`config.mk`:
```
export PLATFORM = sky130hd
export DESIGN_NAME = unpack_scheduler
export DESIGN_NICKNAME = d
export VERILOG_FILES = /design/src/rtl/unpack_scheduler.sv
export SDC_FILE = /design/constraint.sdc
export NUM_CORES = 1
export LEC_CHECK = 0
export CAP_MARGIN = 15
export CORE_ASPECT_RATIO = 1.4
export CORE_UTILIZATION = 39
export CTS_BUF_LIST = sky130_fd_sc_hd__clkbuf_8
export CTS_CLUSTER_DIAMETER = 80
export CTS_CLUSTER_SIZE = 40
export DETAILED_ROUTE_END_ITERATION = 16
export PLACE_DENSITY = 0.84
export RECOVER_POWER = 50
export SLEW_MARGIN = 0
export SYNTH_ARGS = -nofsm -noshare
export SYNTH_HDL_FRONTEND = slang
export SYNTH_SLANG_ARGS = --single-unit
```
`constraint.sdc`:
```
create_clock -name clk_pll -period 2.1 [get_ports clk_pll]
set_input_delay 0.525 -clock clk_pll [delete_from_list [all_inputs] [get_ports clk_pll]]
set_output_delay 0.525 -clock clk_pll [all_outputs]
set_load 0.005 [all_outputs]
```
`src/rtl/unpack_scheduler.sv`:
```
// unpack_scheduler
//   Shares the 32-bit -> byte unpacker between two valid/ready word sources.
//   Round-robin arbitration picks a word. The word is issued as a one-cycle
//   data_valid pulse. The block then waits for the unpacker's four byte pushes,
//   plus one settle cycle, before it can accept the next word. A new word is
//   accepted only when the byte FIFO reports room for four bytes.
//
// Ports
//   clk_pll, reset_n      : clock (rising edge), asynchronous active-low reset
//   enable                : gates new grants only; a word in flight completes
//   s0_*/s1_*             : word sources (data/valid in, combinational ready out)
//   fifo_free             : byte-FIFO free-slot count (registered upstream)
//   push_mon              : unpacker byte-push strobe
//   data, data_valid      : word and one-cycle issue pulse to the unpacker
//   grant_src             : source of the most recently accepted word
//   busy                  : high in every state except IDLE
//   err_timeout/err_clear : sticky drain-timeout flag and its clear
module unpack_scheduler #(
    parameter int FREE_W  = 6,
    parameter int TIMEOUT = 8
) (
    input  logic              clk_pll,
    input  logic              reset_n,
    input  logic              enable,
    input  logic [31:0]       s0_data,
    input  logic              s0_valid,
    output logic              s0_ready,
    input  logic [31:0]       s1_data,
    input  logic              s1_valid,
    output logic              s1_ready,
    input  logic [FREE_W-1:0] fifo_free,
    input  logic              push_mon,
    output logic [31:0]       data,
    output logic              data_valid,
    output logic              grant_src,
    output logic              busy,
    output logic              err_timeout,
    input  logic              err_clear
);

    typedef enum logic [1:0] {
        S_IDLE   = 2'd0,
        S_ISSUE  = 2'd1,
        S_DRAIN  = 2'd2,
        S_SETTLE = 2'd3
    } state_t;

    localparam logic [7:0] TMO = 8'(TIMEOUT);

    state_t      r_state;
    state_t      w_state_nxt;
    logic        r_rr;
    logic [2:0]  r_push_cnt;
    logic [7:0]  r_timer;
    logic [31:0] r_data;
    logic        r_grant_src;
    logic        r_err;

    logic        w_elig;
    logic        w_gnt1;
    logic        w_xfer;
    logic        w_push_done;
    logic [7:0]  w_timer_nxt;
    logic        w_tmo;

    // Ready is gated with reset_n so neither source sees a transfer while
    // reset is held, even though the state register already reads IDLE.
    assign w_elig   = reset_n && (r_state == S_IDLE) && enable &&
                      (fifo_free >= FREE_W'(4));
    // Source 1 wins when it is the only requester or when it holds the pointer.
    assign w_gnt1   = s1_valid && (!s0_valid || r_rr);
    assign s0_ready = w_elig && s0_valid && !w_gnt1;
    assign s1_ready = w_elig && w_gnt1;
    assign w_xfer   = s0_ready || s1_ready;

    // The 4th push is counted in the same cycle it arrives, so DRAIN exits then.
    assign w_push_done = push_mon && (r_push_cnt == 3'd3);
    assign w_timer_nxt = r_timer + 8'd1;
    assign w_tmo       = !w_push_done && (w_timer_nxt == TMO);

    always_ff @(posedge clk_pll or negedge reset_n) begin
        if (!reset_n) r_state <= S_IDLE;
        else          r_state <= w_state_nxt;
    end

    always_comb begin
        w_state_nxt = r_state;
        case (r_state)
            S_IDLE:   if (w_xfer) w_state_nxt = S_ISSUE;
            S_ISSUE:  w_state_nxt = S_DRAIN;
            S_DRAIN:  if (w_push_done || w_tmo) w_state_nxt = S_SETTLE;
            S_SETTLE: w_state_nxt = S_IDLE;
            default:  w_state_nxt = S_IDLE;
        endcase
    end

    always_ff @(posedge clk_pll or negedge reset_n) begin
        if (!reset_n) begin
            r_rr        <= 1'b0;
            r_data      <= 32'd0;
            r_grant_src <= 1'b0;
            r_push_cnt  <= 3'd0;
            r_timer     <= 8'd0;
        end else begin
            if (w_xfer) begin
                r_data      <= w_gnt1 ? s1_data : s0_data;
                r_grant_src <= w_gnt1;
                r_rr        <= !w_gnt1;
            end
            if (r_state == S_ISSUE) begin
                r_push_cnt <= 3'd0;
                r_timer    <= 8'd0;
            end else if (r_state == S_DRAIN) begin
                r_timer <= w_timer_nxt;
                if (push_mon) r_push_cnt <= r_push_cnt + 3'd1;
            end
        end
    end

    // A timeout set wins over a clear in the same cycle.
    always_ff @(posedge clk_pll or negedge reset_n) begin
        if (!reset_n)                          r_err <= 1'b0;
        else if ((r_state == S_DRAIN) && w_tmo) r_err <= 1'b1;
        else if (err_clear)                    r_err <= 1'b0;
    end

    assign data        = r_data;
    assign data_valid  = (r_state == S_ISSUE);
    assign grant_src   = r_grant_src;
    assign busy        = (r_state != S_IDLE);
    assign err_timeout = r_err;

endmodule

```
# Word level (Yosys, flattened, before mapping)
# Index checks and enable logic that the tools add are counted.
op_classes:
  n_addsub: 2
  n_mul: 0
  div: 0
  n_lt_le_gt_ge: 1
  eq_ne: 7
  shift: 0
  mux: 11
  n_bitwise: 0
  n_reduce_logical: 23
ops:
  columns: ["cell", "n"]
  rows:
  - ["$mux W32", 1]
  - ["$mux W8", 2]
  - ["$logic_and A1 B1 Y1", 10]
  - ["$mux W3", 3]
  - ["$add A8 B1 Y8 const B", 1]
  - ["$eq A8 B4 Y1 const B", 1]
  - ["$pmux W2 S4", 1]
  - ["$reduce_bool A2 Y1", 4]
  - ["$ge A6 B3 Y1 const B", 1]
  - ["$eq A2 B2 Y1 const B", 2]
  - ["$mux W2", 2]
  - ["$ne A2 B2 Y1 const B", 2]
  - ["$reduce_and A2 Y1", 2]
  - ["$add A3 B1 Y3 const B", 1]
  - ["$eq A3 B2 Y1 const B", 1]
  - ["$logic_not A1 Y1", 3]
  - ["$logic_or A1 B1 Y1", 3]
  - ["$eq A2 B1 Y1 const B", 1]
  - ["$logic_not A2 Y1", 1]
  - ["$mux W1", 2]
totals:
  ff_bits: 48
  latch_bits: 0
  ramBits: 0
  rom_bits: 0
  input_bits: 77
  elab_cells: 51
  memories: 0

# Depth between registers and ports, before layout
depth:
  word_depth: 9
  ltp_mapped: 9

# Worst setup path after synthesis
# Ideal clock, no wire load.
synth_path:
  kind: "register to output"
  startpoint: "register r_state[0]"
  endpoint: "output s1_ready"
  arrival_ns: 1.564
  t_required_ns: 1.575
  path_slack_ns: 0.011
  stages_incl_launch_ff: 8
  n_path_buf: 2
  path_cell_list: "dfrtp_1 -> inv_1 -> ha_1 -> inv_1 -> nor3_1 -> and3_1 -> buf_2 -> buf_2"
synth_via:
  elab_chain_len: 5
synth_lines:
  columns: ["element", "line", "text"]
  rows:
  - ["start: declaration", "50", "state_t r_state;"]
  - ["start signal: assignment", "83", "else r_state <= w_state_nxt;"]
  - ["$logic_not A2 Y1", "68", "assign w_elig = reset_n && (r_state == S_IDLE) && enable &&"]
  - ["$logic_and A1 B1 Y1 (3 in a row)", "68", null]
  - ["$logic_and A1 B1 Y1", "73", "assign s1_ready = w_elig && w_gnt1;"]
  - ["end: declaration", "30", "output logic s1_ready,"]
# Every way passes these cells.

# Worst setup path after layout
layout_path:
  startpoint: "register r_state[0]"
  endpoint: "output s0_ready"
layout_via:
  elab_chain_len: 6
layout_lines:
  columns: ["element", "line", "text"]
  rows:
  - ["$logic_not A2 Y1", "68", null]
  - ["$logic_and A1 B1 Y1 (3 in a row)", "68", null]
  - ["$logic_and A1 B1 Y1 (2 in a row)", "72", "assign s0_ready = w_elig && s0_valid && !w_gnt1;"]
  - ["end: declaration", "27", "output logic s0_ready,"]
# Every way passes these cells.

==> run_results.csv <==
group,metric,value,unit
global_routing,use_met3,0.0560,
setup_path,path_class,"reg2out",
yosys,netlist_instances,252,
setup_path,slowest_stage,"dfrtp_1",
floorplan,core_area,0.00617,mm²
clock_tree,numCtsBuffers,5,
yosys,ys_seq_elements,48,
layout,syn_to_final_growth,59.9,%
floorplan,initial_core_util,0.402,
sta,fin_skew,0.00492,ns
global_routing,grtUsageMet2,0.367,
clock_tree,numClockSinks,48,
setup_path,critPathLaunch,"r_state[0]",
global_routing,grt-busiest-layer,"met2",
global_routing,grt_pass1_vias,2275,
sta,min_period_over_period,1.01,
place,pre_cts_slack,-0.699,ns
route,wl_per_cell,14.0,µm
yosys,synth_area,0.00248,mm²
place,port_buffers,112,
place,routabilityCongestion,0.800,
setup_path,cp_cell_sequence,"inv_2 -> ha_4 -> inv_4 -> nor3_4 -> buf_6 -> and3_4 -> buf_6",
sta,slew-limit-headroom,0.207,
setup_path,worstPathRequired,1.57,ns
pwr,clock_power_share,0.111,
run_status,status,"finished with violations",
setup_path,r2r-start,"r_timer[0]",
setup_path,end_kind,"output port",
clock_tree,cts.clk_slew.worst_paths,0.09,ns
yosys,ys_seq_area_frac,0.484,
hold_path,hp-class,"reg2reg",
pwr,switching_power,1.68,mW
clock_tree,cts_root_buf,"clkbuf_8",
floorplan,ios,115,
yosys,syn_nets,337,
yosys,yosys-top-cells-count,"dfrtp_1, nand2_1, nor2_1",
setup_path,path_delay_family,"flip-flops",
global_routing,met1_usage,0.211,
layout,fill_cells,514,
yosys,synth-main-ff-cell,"dfrtp_1",
sta,worst_slew_pin_slew,1.19,ns
clock_tree,cts_tree,"yes",
layout,final_area,0.00397,mm²
floorplan,die_area,0.00669,mm²
yosys,synth.distinct_cells,48,
setup_path,timing.critical_path.buf_inv,4,
hold_path,hold_path_startpoint,"data[14]",
route,dr.pass1.iters,4,
route,drc_errors,0,
run,maxCapViolCount,0,
run_status,violations,"negative setup slack",
route,route.vias.total,2343,
sta,finalHoldViolCount,0,
yosys,synth.avg_cell_area,9.85,µm²
yosys,synth.most_common_cell,"dfrtp_1",
setup_path,crit_fanout,2,
place,hpwlAfterDp,4880,µm
sta,postLayoutSetupSlackWorst,-0.0105,ns
sta,min_period,2.11,ns
layout,diodes,0,
floorplan,die_h,96.4,µm
yosys,ys_async_sr_fraction,1.00,
global_routing,grt_antenna_before_repair,0,
sta,maxSlewViolCount,0,
pwr,vdd_drop_max,0.545,mV
yosys,synth_largest_area_cell,"dfrtp_1",
setup_path,max_stage_delay,0.40,ns
route,drtIter0Drc,97,
yosys,synth_edf_count,0,
route,ant_nets,0,
pwr,power_density,1210,mW/mm²
yosys,yosys_warnings,0,
pwr,p_int,3.10,mW
route,vias_per_cell,5.13,
layout,fin_util,0.643,
pwr,p_comb_frac,0.540,
clock_tree,htree_levels,2,
sta,worst_hold_slack,0.468,ns
yosys,synth_area_leaders,"dfrtp_1, mux2i_1, nand2_1",
pwr,power_frac_seq,0.349,
sta,fmax,474,MHz
sta,final-setup-viol-count,1,
clock_tree,clockBufferDepth,2,
clock_tree,ctsHoldBuffers,0,
layout,finalNetCount,470,
clock_tree,clock_latency,0.30,ns
layout,drive_above_1_share,0.161,
floorplan,placementRows,34,
global_routing,overflow,0,
sta,rsz0062_at_grt,"yes",
pwr,p_leak,1.82,nW
global_routing,grtUsageTotal,0.194,
floorplan,die_x,69.4,µm
sta,finalSetupTns,-0.0105,ns
pwr,switching_share,0.351,
setup_path,cp.arrival,1.59,ns
setup_path,crit_path_frequent_cell,"buf_6",
route,drt_wl_total,6420,µm
setup_path,crit_path_start_kind,"flip-flop",
global_routing,grt_pass1_wl,10300,µm
global_routing,grt_max_degree,49,
yosys,synth_top_area_frac,0.484,
place,dpl_cell_area,0.00380,mm²
[cells by family (layout without fill, tap and decap cells)]
logic type,after synthesis,count (layout),synth area share
compound gates,64,64,0.179
xor+xnor,1,1,0.00353
fa+ha+maj,8,8,0.0403
buf+inv,27,160,0.0464
flops,48,48,0.484
mux,22,22,0.0928
simple gates,82,82,0.154
[flip-flops by register name, indices dropped and copies added, names as in the netlist]
signal       cells
data            32
r_state          2
r_timer          8
r_rr             1
r_push_cnt       3
err_timeout      1
grant_src        1
[cell usage in the layout (no fill, tap or decap), drive strengths merged, types with 3 or more instances in the layout]
cell             n
clkdlybuf4s50  102
dfrtp           48
nand2           42
buf             29
nor2            19
a22oi           17
mux2i           17
a21oi           17
inv             14
o22ai            9
ha               8
clkbuf           6
dlygate4sd2      5
mux2             5
and3             4
o21ai            3
[area by class of cell]
type                    count  area, µm²  share of cell area
multi-input cells         177       1210               0.304
inverters                  14       55.1              0.0139
well taps                  72       90.1              0.0227
clock inverters             2       12.5             0.00315
clock buffers               5       68.8              0.0174
flip-flops and latches     48       1200               0.303
repair buffers            139       1330               0.336
[path summary, 6_finish.rpt]
path	to	slack, ns	cells past startpoint
min in group asynchronous	r_push_cnt[1]	0.63	2
worst max-delay path	s0_ready	-0.01	7
worst min-delay path	data[14]	0.47	2
max in group asynchronous	data[31]	0.74	2
worst min register to register	data[14]	0.47	2
worst max register to register	r_state[1]	0.13	6
[tightest hold or removal path, stage by stage (launching register included)]
cell and delay, ns:
dfrtp_1 0.35, nand2_1 0.05, nand2_1 0.05
[power by group through the flow]
stage          Clock (mW)  Sequential [mW]  Combinational, mW
2_1_floorplan           0             1.68               1.19
3_3_place_gp            0             1.65               2.37
3_5_place_dp            0             1.68               2.48
4_1_cts             0.551             1.67               2.57
5_1_grt             0.588             1.74               2.85
6_report            0.531             1.67               2.58
[per-layer routing]
metal	vias up	share of wire
met3	6	0.057
met4	0	0.012
met2	74	0.56
met1	1110	0.37
li1	1153	-
met5	-	0
[repair_timing]
item	in CTS	in global routing
setup buffers	4	2
endpoints found under the setup margin	3	3
resized for setup	27	3
pin swaps	5	1
[metrics by stage]
stage,power (mW),instances
2_1_floorplan,2.88,252
3_3_place_gp,4.02,444
3_5_place_dp,4.16,444
4_1_cts,4.79,455
5_1_grt,5.17,457
6_report,4.78,457
Note: power is estimated with default switching activity, not from simulation.
